`src/rtl/multicycle_control.sv`:
```
// multicycle_control: multicycle MIPS-style control FSM (fetch/decode/execute/memory/writeback).
// Mealy terms in FETCH and MEM_WRITE are gated by mem_ready, which is masked while rst_n is low.
module multicycle_control #(
  parameter int OP_WIDTH    = 6,
  parameter int ALUOP_WIDTH = 2
) (
  input  logic                   clk,
  input  logic                   rst_n,
  input  logic [OP_WIDTH-1:0]    opcode,
  input  logic                   mem_ready,
  output logic                   PCWrite,
  output logic                   PCWriteCond,
  output logic                   IorD,
  output logic                   MemRead,
  output logic                   MemWrite,
  output logic                   MemtoReg,
  output logic                   IRWrite,
  output logic                   ALUSrcA,
  output logic                   RegWrite,
  output logic                   RegDst,
  output logic                   instr_done,
  output logic                   illegal_op,
  output logic [1:0]             PCSource,
  output logic [1:0]             ALUSrcB,
  output logic [ALUOP_WIDTH-1:0] ALUOp,
  output logic [3:0]             state
);
  localparam logic [3:0] S_FETCH = 4'd0, S_DECODE = 4'd1, S_MEM_ADDR = 4'd2, S_MEM_READ = 4'd3,
                         S_MEM_WB = 4'd4, S_MEM_WRITE = 4'd5, S_EXECUTE = 4'd6, S_R_WB = 4'd7,
                         S_BRANCH = 4'd8, S_JUMP = 4'd9;
  localparam logic [OP_WIDTH-1:0] OP_R   = OP_WIDTH'(6'b000000);
  localparam logic [OP_WIDTH-1:0] OP_LW  = OP_WIDTH'(6'b100011);
  localparam logic [OP_WIDTH-1:0] OP_SW  = OP_WIDTH'(6'b101011);
  localparam logic [OP_WIDTH-1:0] OP_BEQ = OP_WIDTH'(6'b000100);
  localparam logic [OP_WIDTH-1:0] OP_J   = OP_WIDTH'(6'b000010);
  logic [3:0] r_state, w_next;
  logic       w_ready;
  assign w_ready = mem_ready & rst_n;
  assign state   = r_state;
  always_ff @(posedge clk or negedge rst_n) begin
    if (!rst_n) r_state <= S_FETCH;
    else        r_state <= w_next;
  end
  always_comb begin
    w_next = S_FETCH;
    case (r_state)
      S_FETCH:     w_next = w_ready ? S_DECODE : S_FETCH;
      S_DECODE:    w_next = (opcode == OP_R)                     ? S_EXECUTE  :
                            (opcode == OP_LW || opcode == OP_SW) ? S_MEM_ADDR :
                            (opcode == OP_BEQ)                   ? S_BRANCH   :
                            (opcode == OP_J)                     ? S_JUMP     : S_FETCH;
      S_MEM_ADDR:  w_next = (opcode == OP_LW) ? S_MEM_READ : (opcode == OP_SW) ? S_MEM_WRITE : S_FETCH;
      S_MEM_READ:  w_next = w_ready ? S_MEM_WB : S_MEM_READ;
      S_MEM_WRITE: w_next = w_ready ? S_FETCH : S_MEM_WRITE;
      S_EXECUTE:   w_next = S_R_WB;
      default:     w_next = S_FETCH;
    endcase
  end
  always_comb begin
    PCWrite     = 1'b0;
    PCWriteCond = 1'b0;
    IorD        = 1'b0;
    MemRead     = 1'b0;
    MemWrite    = 1'b0;
    MemtoReg    = 1'b0;
    IRWrite     = 1'b0;
    ALUSrcA     = 1'b0;
    RegWrite    = 1'b0;
    RegDst      = 1'b0;
    instr_done  = 1'b0;
    illegal_op  = 1'b0;
    PCSource    = 2'b00;
    ALUSrcB     = 2'b00;
    ALUOp       = '0;
    case (r_state)
      S_FETCH: begin
        MemRead = 1'b1;
        ALUSrcB = 2'b01;
        IRWrite = w_ready;
        PCWrite = w_ready;
      end
      S_DECODE: begin
        ALUSrcB    = 2'b11;
        illegal_op = !(opcode == OP_R || opcode == OP_LW || opcode == OP_SW ||
                       opcode == OP_BEQ || opcode == OP_J);
      end
      S_MEM_ADDR: begin
        ALUSrcA = 1'b1;
        ALUSrcB = 2'b10;
      end
      S_MEM_READ: begin
        MemRead = 1'b1;
        IorD    = 1'b1;
      end
      S_MEM_WB: begin
        RegWrite   = 1'b1;
        MemtoReg   = 1'b1;
        instr_done = 1'b1;
      end
      S_MEM_WRITE: begin
        MemWrite   = 1'b1;
        IorD       = 1'b1;
        instr_done = w_ready;
      end
      S_EXECUTE: begin
        ALUSrcA = 1'b1;
        ALUOp   = ALUOP_WIDTH'(2'b10);
      end
      S_R_WB: begin
        RegWrite   = 1'b1;
        RegDst     = 1'b1;
        instr_done = 1'b1;
      end
      S_BRANCH: begin
        ALUSrcA     = 1'b1;
        ALUOp       = ALUOP_WIDTH'(2'b01);
        PCWriteCond = 1'b1;
        PCSource    = 2'b01;
        instr_done  = 1'b1;
      end
      S_JUMP: begin
        PCWrite    = 1'b1;
        PCSource   = 2'b10;
        instr_done = 1'b1;
      end
      default: ;
    endcase
  end
endmodule

```
`config.mk`:
```
export PLATFORM = sky130hd
export DESIGN_NAME = multicycle_control
export DESIGN_NICKNAME = d
export VERILOG_FILES = /design/src/rtl/multicycle_control.sv
export SDC_FILE = /design/constraint.sdc
export NUM_CORES = 1
export LEC_CHECK = 0
export CAP_MARGIN = 20
export CELL_PAD_IN_SITES_DETAIL_PLACEMENT = 1
export CELL_PAD_IN_SITES_GLOBAL_PLACEMENT = 1
export CORE_ASPECT_RATIO = 0.6
export CORE_MARGIN = 5
export CORE_UTILIZATION = 24
export CTS_CLUSTER_DIAMETER = 150
export DETAILED_ROUTE_END_ITERATION = 8
export PLACE_DENSITY = 0.76
export SKIP_LAST_GASP = 1
export SYNTH_ARGS = -nofsm -noshare
export SYNTH_HDL_FRONTEND = slang
export SYNTH_SLANG_ARGS = --single-unit
```
`constraint.sdc`:
```
create_clock -name clk -period 1.8 [get_ports clk]
set_input_delay 0.36 -clock clk [delete_from_list [all_inputs] [get_ports clk]]
set_output_delay 0.36 -clock clk [all_outputs]
set_load 0.02 [all_outputs]
```
==> metrics.cfg <==
[status]
status=complete, but fails checks
violations=setup timing

[yosys]
yosys.area_share.simple=0.431
synthMuxAreaShare=0.0213
synth-xor-area-share=0.0332
synth_top_family_by_area=simple AND/OR/NAND/NOR gates
ys_ff_latch=4
synth.net_count=79
ys_warn_count=0
synth_cell_types=36
synthAdderAreaFrac=0
ys_seq_area_frac=0.190
syn_avg_cell_area_um2=7.54
synth_compound_area_frac=0.246
synth_cells=70
synth_area_um2=528

[floorplanning]
start_util=0.248
coreArea_um2=2130
die_h_um=46.3
num_rows=13
die_width_um=70.6
ios=31
die-area_um2=3270

[routing]
wl_met2_um=1240
drtIter0Drc=28
num_vias=774
drc_errors=0
wl_per_cell_um=16.6
avgViaCountPerCell=4.96
drt_first_pass_iters=4
routed.top_layer=met4
ant_nets=0
wl_um=2580
wl_met3_um=143
m1WireLength_um=1180

[cells_and_area]
drive_gt1_frac=0.556
n_fill_cell=275
area_growth_pct=105
fin_nets=137
multi_input_area_um2=433
utilization=0.507
seq_area_um2=103
instances_no_fill=156
finish.instance_area_um2=1080
antenna_cells=0
largest_reg_flops=4

[placed_design]
gp_congestion=0.852
placed_cells=151
dp_hpwl_um=1950
io_buffers=30
place_ws_ps=-625
dpl-instance-area_um2=1050

[timing]
rsz0062_at_grt=yes
finalSetupTns_ps=-17.8
fin_skew_ps=0.531
maxSlewViolCount=0
whs_ps=220
slew_headroom=0.730
final-hold-violation-count=0
period_share=1.01
setup_violations=1
setup_ws_ps=-17.8
tightest_slew_ps=401
period_needed_ps=1820
fmax_mhz=550

[clock_network]
clkTransAtPathRegs_ps=30
h-tree-depth=1
cts-root-buf=clkbuf_8
clock_sinks=4
worst_skew_pair.late_latency_ps=220
cts_buffer_depth=2
cts_buffers=3
tritoncts=built
cts_hold_buf=0

[global_routing]
grt_pass1_wl_um=4060
first_global_vias=790
gr-total-overflow=0
grt_antenna_before_repair=0
grt_max_degree=11
grt_util_all_layers=0.167

[power_and_ir_drop]
p_total_uw=439
p_leak_nw=0.520
cellPowerDensity_nw_per_um2=407
vdd_drop_max_v=0.000181

[job]
maxCapViolCount=0

[setup_path]
crit_path_end_kind=output port
path_max_fanout=3
crit_type=in2out
cp.required_ps=1440
startpoint=opcode[2]
reg2reg_slack_ps=210
r2r_start=state[1]
start_kind=input pin
arrival_ps=1460

[min_path]
hp-class=in2async

cell families (layout without fill, tap and decap cells):
| group | count (synthesis) | count (layout) |
|---|---|---|
| XOR/XNOR | 2 | 2 |
| AO/OA/AOI/OAI | 18 | 18 |
| multiplexers | 1 | 1 |
| flip-flops | 4 | 4 |
| AND/OR/NAND/NOR | 37 | 37 |
| buffers and inverters | 8 | 64 |
power breakdown:
| group | total (mW) | internal (mW) | switching [mW] |
|---|---|---|---|
| sequential | 0.0947 | 0.0928 | 0.00190 |
| combinational | 0.150 | 0.0733 | 0.0767 |
| clock | 0.195 | 0.143 | 0.0516 |
| total | 0.439 | 0.309 | 0.130 |
what timing repair did:
item,in CTS,in global routing
endpoints found under the setup margin,20,17
pin swaps,0,2
gates cloned,0,0
setup buffers,2,0
resized for setup,65,27
cell type report:
| cell class | count | share of cell area |
|---|---|---|
| tap | 30 | 0.0348 |
| multi-input combinational | 58 | 0.401 |
| clock buffer | 3 | 0.0382 |
| sequential | 4 | 0.0950 |
| timing repair buffer | 59 | 0.424 |
| inverter | 2 | 0.00695 |
cell usage after synthesis:
cell type  count  area, µm²
a21o_1         1       7.51
a21oi_1        3       15.0
a22oi_2        1       12.5
a32oi_1        1       8.76
and2_1         2       12.5
and3b_1        1       8.76
buf_2          3       15.0
buf_4          2       15.0
clkbuf_1       1       3.75
dfrtp_1        4        100
inv_1          1       3.75
inv_2          1       3.75
mux2_1         1       11.3
nand2_1        4       15.0
nand2b_1       2       12.5
nand2b_2       1       8.76
nand3_1        2       10.0
nand3b_1       2       15.0
nand4b_1       1       8.76
nor2_1        11       41.3
nor3_1         2       10.0
nor3_2         1       10.0
nor3_4         1       16.3
nor3b_1        1       7.51
nor4_1         1       6.26
nor4b_2        1       15.0
o21a_1         1       7.51
o21ai_0        2       10.0
o21ai_1        3       15.0
o22a_1         1       8.76
o22ai_1        1       6.26
o311ai_2       1       16.3
o31ai_1        3       22.5
or2_1          3       18.8
or3_4          1       11.3
xnor2_1        2       17.5
cells in the final DEF, fill, tap and decap left out, types with 3 or more instances in the layout:
| cell | Yosys | final |
|---|---|---|
| or2_4 | 0 | 3 |
| dlymetal6s2s_1 | 0 | 4 |
| o31ai_1 | 3 | 3 |
| buf_2 | 3 | 11 |
| clkdlybuf4s50_1 | 0 | 4 |
| dlygate4sd2_1 | 0 | 5 |
| a21oi_1 | 3 | 3 |
| o21ai_1 | 3 | 3 |
| clkbuf_8 | 0 | 3 |
| nand2_1 | 4 | 4 |
| nor2_1 | 11 | 10 |
| buf_4 | 2 | 30 |
critical path, stage by stage:
cell             delay (ps)
clkdlybuf4s50_1         440
and2_1                  170
o22a_1                  150
o21a_1                  170
buf_4                   150
metal layers:
layer / global-route usage / vias up
met2: 0.294 / 27
met4: 0.0637 / 0
met1: 0.205 / 377
li1: - / 367
met3: 0.0370 / 3
met5: 0 / -
worst paths after layout:
check / end / cells past startpoint
worst max register to register: state[1] / 7
worst max-delay path: illegal_op / 5
min in group clk: state[1] / 3
max in group asynchronous: state[2] / 2
worst min-delay path: state[3] / 2
worst min register to register: state[0] / 2
Power figures use the tool's default switching activity.
